<file path="config.mk">
export PLATFORM = sky130hd
export DESIGN_NAME = port_trace_uart
export DESIGN_NICKNAME = d
export VERILOG_FILES = /design/src/rtl/port_trace_uart_pkg.sv /design/src/rtl/port_trace_uart_tx.sv /design/src/rtl/port_trace_uart.sv
export SDC_FILE = /design/constraint.sdc
export NUM_CORES = 1
export LEC_CHECK = 0
export CAP_MARGIN = 10
export CORE_MARGIN = 2
export CORE_UTILIZATION = 48
export DETAILED_ROUTE_END_ITERATION = 8
export HOLD_SLACK_MARGIN = 0.06
export PLACE_DENSITY_LB_ADDON = 0.08
export SLEW_MARGIN = 20
export SYNTH_ARGS = -nofsm -noshare
export SYNTH_HDL_FRONTEND = slang
export SYNTH_SLANG_ARGS = --single-unit
</file>
<file path="constraint.sdc">
create_clock -name CLK -period 8.4 [get_ports CLK]
set_input_delay 1.26 -clock CLK [delete_from_list [all_inputs] [get_ports CLK]]
set_output_delay 1.26 -clock CLK [all_outputs]
set_load 0.005 [all_outputs]
</file>
<file path="src/rtl/port_trace_uart_pkg.sv">
// Shared types and constants for the port trace UART stage.
package port_trace_uart_pkg;

  localparam logic [7:0]  HEADER_DEFAULT = 8'hA5;
  localparam int unsigned REC_W          = 32;

  // Snapshot sequencer states
  typedef enum logic [1:0] {
    S_IDLE = 2'd0,
    S_SEND = 2'd1,
    S_WAIT = 2'd2
  } seq_state_t;

  // UART serializer states
  typedef enum logic [1:0] {
    U_IDLE  = 2'd0,
    U_START = 2'd1,
    U_DATA  = 2'd2,
    U_STOP  = 2'd3
  } uart_state_t;

  // One port snapshot, P3 in the top byte
  typedef struct packed {
    logic [7:0] p3;
    logic [7:0] p2;
    logic [7:0] p1;
    logic [7:0] p0;
  } rec_t;

  // Byte of a frame: 0 = sync header, 1..4 = P0..P3
  function automatic logic [7:0] rec_byte(input rec_t r, input logic [7:0] hdr,
                                          input logic [2:0] idx);
    logic [7:0] b;
    b = hdr;
    case (idx)
      3'd1:    b = r.p0;
      3'd2:    b = r.p1;
      3'd3:    b = r.p2;
      3'd4:    b = r.p3;
      default: b = hdr;
    endcase
    return b;
  endfunction

endpackage

</file>
<file path="src/rtl/port_trace_uart_tx.sv">
// 8N1 UART transmitter, LSB first; one byte per tx_valid accepted in idle.
module uart_tx_8n1
  import port_trace_uart_pkg::*;
#(
  parameter int unsigned CLKS_PER_BIT = 868
) (
  input  logic       CLK,
  input  logic       reset,
  input  logic       tx_valid,
  input  logic [7:0] tx_data,
  output logic       tx_ready,
  output logic       tx_done,
  output logic       txd,
  output logic       tx_active
);

  localparam int unsigned CW        = (CLKS_PER_BIT > 1) ? $clog2(CLKS_PER_BIT) : 1;
  localparam logic [CW-1:0] BAUD_LAST = CW'(CLKS_PER_BIT - 1);

  uart_state_t   state;
  logic [CW-1:0] baud_cnt;
  logic [2:0]    bit_cnt;
  logic [7:0]    shreg;
  logic          baud_end;

  assign baud_end  = (baud_cnt == BAUD_LAST);
  assign tx_ready  = (state == U_IDLE);
  assign tx_active = (state != U_IDLE);
  // Last cycle of the stop bit, so the next byte can start on the following edge
  assign tx_done   = (state == U_STOP) && baud_end;

  // Serializer: start, 8 data, stop; each bit held for CLKS_PER_BIT cycles
  always_ff @(posedge CLK) begin
    if (reset) begin
      state    <= U_IDLE;
      txd      <= 1'b1;
      baud_cnt <= '0;
      bit_cnt  <= '0;
      shreg    <= '0;
    end else begin
      case (state)
        U_IDLE: begin
          baud_cnt <= '0;
          if (tx_valid) begin
            shreg <= tx_data;
            txd   <= 1'b0;
            state <= U_START;
          end
        end
        U_START: begin
          if (baud_end) begin
            baud_cnt <= '0;
            txd      <= shreg[0];
            shreg    <= {1'b0, shreg[7:1]};
            bit_cnt  <= '0;
            state    <= U_DATA;
          end else begin
            baud_cnt <= baud_cnt + CW'(1);
          end
        end
        U_DATA: begin
          if (baud_end) begin
            baud_cnt <= '0;
            if (bit_cnt == 3'd7) begin
              txd   <= 1'b1;
              state <= U_STOP;
            end else begin
              txd     <= shreg[0];
              shreg   <= {1'b0, shreg[7:1]};
              bit_cnt <= bit_cnt + 3'd1;
            end
          end else begin
            baud_cnt <= baud_cnt + CW'(1);
          end
        end
        U_STOP: begin
          if (baud_end) begin
            baud_cnt <= '0;
            state    <= U_IDLE;
          end else begin
            baud_cnt <= baud_cnt + CW'(1);
          end
        end
        default: state <= U_IDLE;
      endcase
    end
  end

endmodule

</file>
<file path="src/rtl/port_trace_uart.sv">
// Port trace stage: snapshots P0..P3 on change and streams each as a 5-byte UART frame.
module port_trace_uart
  import port_trace_uart_pkg::*;
#(
  parameter int unsigned CLKS_PER_BIT = 868,
  parameter int unsigned FIFO_DEPTH   = 8,
  parameter logic [7:0]  HEADER       = HEADER_DEFAULT
) (
  input  logic       CLK,
  input  logic       reset,
  input  logic       en,
  input  logic [7:0] P0,
  input  logic [7:0] P1,
  input  logic [7:0] P2,
  input  logic [7:0] P3,
  output logic       txd,
  output logic       busy,
  output logic       overflow,
  output logic [7:0] drop_cnt
);

  localparam int unsigned AW      = $clog2(FIFO_DEPTH);
  localparam logic [AW:0] PTR_ONE = (AW + 1)'(1);

  rec_t           mem [FIFO_DEPTH];
  logic [AW:0]    wr_ptr, rd_ptr;
  logic [REC_W-1:0] cur_bits;
  rec_t           cur, prev, rec_q;
  logic           primed;
  seq_state_t     state;
  logic [2:0]     byte_idx;
  logic           fifo_empty, fifo_full, push_req, push_ok, pop;
  logic           tx_valid, tx_ready, tx_done, tx_active;
  logic [7:0]     tx_data;

  assign cur_bits   = {P3, P2, P1, P0};
  assign cur        = rec_t'(cur_bits);
  assign fifo_empty = (wr_ptr == rd_ptr);
  assign fifo_full  = (wr_ptr[AW] != rd_ptr[AW]) && (wr_ptr[AW-1:0] == rd_ptr[AW-1:0]);
  assign pop        = (state == S_IDLE) && !fifo_empty;
  assign push_req   = en && (!primed || (cur != prev));
  // A pop on the same edge frees the slot the push needs
  assign push_ok    = push_req && (!fifo_full || pop);
  assign tx_valid   = (state == S_SEND);
  assign tx_data    = rec_byte(rec_q, HEADER, byte_idx);
  assign busy       = (state != S_IDLE) || !fifo_empty || tx_active;

  // Change capture, FIFO pointers and drop accounting
  always_ff @(posedge CLK) begin
    if (reset) begin
      wr_ptr   <= '0;
      rd_ptr   <= '0;
      prev     <= '0;
      primed   <= 1'b0;
      overflow <= 1'b0;
      drop_cnt <= '0;
    end else begin
      if (en) begin
        prev   <= cur;
        primed <= 1'b1;
      end
      if (push_ok) wr_ptr <= wr_ptr + PTR_ONE;
      if (pop)     rd_ptr <= rd_ptr + PTR_ONE;
      if (push_req && !push_ok) begin
        overflow <= 1'b1;
        if (drop_cnt != 8'hFF) drop_cnt <= drop_cnt + 8'd1;
      end
    end
  end

  // Snapshot storage; contents are don't-care until written
  always_ff @(posedge CLK) begin
    if (push_ok) mem[wr_ptr[AW-1:0]] <= cur;
  end

  // Frame sequencer: pop a snapshot, hand header then P0..P3 to the serializer
  always_ff @(posedge CLK) begin
    if (reset) begin
      state    <= S_IDLE;
      byte_idx <= '0;
      rec_q    <= '0;
    end else begin
      case (state)
        S_IDLE: begin
          if (!fifo_empty) begin
            rec_q    <= mem[rd_ptr[AW-1:0]];
            byte_idx <= '0;
            state    <= S_SEND;
          end
        end
        S_SEND: begin
          if (tx_ready) state <= S_WAIT;
        end
        S_WAIT: begin
          if (tx_done) begin
            byte_idx <= byte_idx + 3'd1;
            state    <= (byte_idx == 3'd4) ? S_IDLE : S_SEND;
          end
        end
        default: state <= S_IDLE;
      endcase
    end
  end

  uart_tx_8n1 #(
    .CLKS_PER_BIT(CLKS_PER_BIT)
  ) u_tx (
    .CLK      (CLK),
    .reset    (reset),
    .tx_valid (tx_valid),
    .tx_data  (tx_data),
    .tx_ready (tx_ready),
    .tx_done  (tx_done),
    .txd      (txd),
    .tx_active(tx_active)
  );

endmodule

</file>
==> flow_summary.json <==
{
  "num_vias": 8112,
  "end_kind": "flop",
  "critPathKind": "primary input to flop",
  "met3_wirelength_um": 1200,
  "crit_fanout": 32,
  "finalSetupTns_ns": 0,
  "worstMarginPinSlew_ns": 1.05,
  "drt-pass1-iter-count": 5,
  "portBuffers": 45,
  "ys_types": 59,
  "startpoint": "P0[7]",
  "wl_met1_um": 15100,
  "grt_max_degree": 80,
  "status": "finished, final reports clean",
  "cellLeakagePower_nw": 5.60,
  "dp_hpwl_um": 18800,
  "fmax_mhz": 234,
  "maxCapViolCount": 0,
  "cts_tree": "built",
  "synth_seq_cells": 367,
  "ir_drop_mv": 0.169,
  "cp.arrival_ns": 4.41,
  "gr-total-overflow": 0,
  "drtIter0Drc": 545,
  "layout-drive-gt1-share_pct": 15.4,
  "post_synth.cell_area_avg_um2": 15.5,
  "stdcell_area_um2": 17000,
  "top_layer": "met5",
  "postCtsHoldBufs": 0,
  "drc": 0,
  "power_switching_mw": 1.21,
  "numCtsBuffers": 40,
  "synth_nets": 1009,
  "hold_ws_ns": 0.454,
  "grt_pass1_vias": 8131,
  "synthCells": 959,
  "ys_async_sr_fraction_pct": 0,
  "hold_violations": 0,
  "p_clk_share_pct": 36.7,
  "n_fill_cell": 2438,
  "power_mw": 4.65,
  "post_cts_resized": 0,
  "place_area_um2": 15700,
  "cts_setup_buffers": 0,
  "synth_edf_count": 256,
  "fin_nets": 1055,
  "ys_warn_count": 0,
  "utilization_pct": 55.7,
  "antenna_cells": 0,
  "rr_endpoint": "mem[3][23]$_DFFE_PP_",
  "grtUsageTotal_pct": 19.9,
  "reg2reg_depth": 6,
  "dieArea_um2": 32300,
  "clockRootBuffer": "clkbuf_16",
  "syn2layout_area_growth_pct": 14.6,
  "clk_latency_ns": 0.52,
  "hold_class": "flop to flop",
  "relSlewSlack_pct": 29.7,
  "grt_antenna_before_repair": 1,
  "required_ns": 8.54,
  "start_kind": "primary input",
  "switching_share_pct": 26.0,
  "clockBufferDepth": 3,
  "critical_path.endpoint": "mem[3][23]$_DFFE_PP_",
  "r2r_start": "rd_ptr[2]$_SDFFE_PP0P_",
  "power_density_nw_per_um2": 274,
  "start_util_pct": 48.6,
  "pwr-share-seq_pct": 46.3,
  "dr_wl_met2_um": 14800,
  "reg2reg_slack_ns": 5.13,
  "ant_nets": 0,
  "routed_wl_um": 31700,
  "period_share_pct": 50.9,
  "setup_violations": 0,
  "fp.coreArea_um2": 30500,
  "netlist_area_um2": 14800,
  "yosysSeqAreaShare_pct": 66.9,
  "path_clk_slew_ns": 0.05,
  "die_h_um": 180,
  "die_w_um": 180,
  "ys.flop_type": "edfxtp_1",
  "htree_levels": 2,
  "grt_setup_unrepaired": "false",
  "rows": 64,
  "share_comb_of_total_power_pct": 17.0,
  "post-route-min-period_ns": 4.27,
  "gp_congestion": 0.767,
  "viasPerCell": 5.66,
  "fin_skew_ns": 0.0142,
  "grt_pass1_wl_um": 49300,
  "io_pins": 46,
  "avgRoutedWirePerCell_um": 22.1,
  "p_int_mw": 3.44,
  "slew_violations": 0,
  "cts.sinks": 367
}
-- cell usage in the layout (no fill, tap or decap), types with 13 or more instances in the layout --
cell             Yosys  routed
a21oi_1             23      23
nor2_1             104     104
a211oi_1            39      39
xor2_1              29      29
a22oi_1             13      13
clkbuf_1            35      16
nand3_1             13      13
xnor2_1             20      20
edfxtp_1           256     256
dfxtp_1            111     108
clkdlybuf4s50_1      0      43
ha_1                15      15
mux2i_1             72      72
mux4_2              64      64
buf_4                0      17
clkbuf_16            0      41
nand2_1             19      19
-- layout make-up --
cell class	instances	area [um^2]	share of cell area (%)
clock inverter	13	145	0.855
tap	396	495	2.92
clock buffer	61	1140	6.72
multi-input combinational	523	4680	27.5
timing repair buffer	61	563	3.32
sequential	367	9920	58.4
inverter	12	45.0	0.265
-- metrics by stage --
step                      cells  setup WS [ns]
after floorplan             959           2.55
after global placement     1359           3.64
after detailed placement   1359           3.60
after CTS                  1433           4.14
after global routing       1433           3.98
final                      1433           4.13
-- worst min-delay path by stage --
| stage | start | cells after the start | slack, ns | endpoint |
|---|---|---|---|---|
| 2_1_floorplan | u_tx.baud_cnt[0]$_SDFF_PP0_ | 1 | 0.43 | u_tx.baud_cnt[0]$_SDFF_PP0_ |
| 3_5_place_dp | u_tx.bit_cnt[2]$_SDFFE_PP0P_ | 2 | 0.45 | u_tx.bit_cnt[2]$_SDFFE_PP0P_ |
| 6_report | u_tx.bit_cnt[2]$_SDFFE_PP0P_ | 2 | 0.45 | u_tx.bit_cnt[2]$_SDFFE_PP0P_ |
| 3_3_place_gp | u_tx.bit_cnt[2]$_SDFFE_PP0P_ | 2 | 0.44 | u_tx.bit_cnt[2]$_SDFFE_PP0P_ |
| 4_1_cts | u_tx.bit_cnt[2]$_SDFFE_PP0P_ | 2 | 0.46 | u_tx.bit_cnt[2]$_SDFFE_PP0P_ |
| 5_1_grt | u_tx.bit_cnt[2]$_SDFFE_PP0P_ | 2 | 0.48 | u_tx.bit_cnt[2]$_SDFFE_PP0P_ |
-- per-layer routing --
metal / GRT usage [%] / vias up
met5: 0 / -
met4: 4.94 / 2
met3: 3.14 / 46
met2: 31.1 / 158
met1: 29.5 / 4105
li1: - / 3801
-- cell usage after synthesis (all sizes together), types with 19 or more instances --
cell type    n  area [um^2]
edfxtp     256         7690
dfxtp      111         2220
nor2       104          390
mux2i       72          721
mux4        64         1440
a211oi      39          293
clkbuf      35          131
xor2        29          254
a21oi       23          115
buf         22          101
xnor2       21          191
nand2       19         71.3
-- kinds of logic after synthesis --
kind of cell | synth area share, %
AOI/OAI and AO/OA | 5.02
adders and majority gates | 1.27
DFF | 66.9
buffers and inverters | 1.87
and+or+nand+nor | 7.12
xor gates and xnor gates | 3.01
muxes | 14.8
-- registers in the layout, summed over array words and instances, names as in the netlist --
register,count
byte_idx,3
drop_cnt,8
mem,256
overflow,1
prev,32
primed,1
rd_ptr,4
rec_q,32
state,2
u_tx.baud_cnt,10
u_tx.bit_cnt,3
u_tx.shreg,8
u_tx.state,2
u_tx.txd,1
wr_ptr,4
-- power by group through the flow --
stage	Combinational [mW]	Sequential, mW	Clock, mW
finish	0.792	2.15	1.71
global route	0.883	2.17	1.82
CTS	0.812	2.15	1.75
detailed placement	0.811	2.19	0
global placement	0.804	2.19	0
floorplan	0.627	2.13	0
-- critical path, stage by stage --
cell	delay, ns
clkdlybuf4s50_1	0.66
xor2_1	0.19
nor4_1	0.43
nand4b_1	0.19
nor4_2	0.94
nor2_1	0.10
and4_2	0.61
Power figures use the tool's default switching activity.
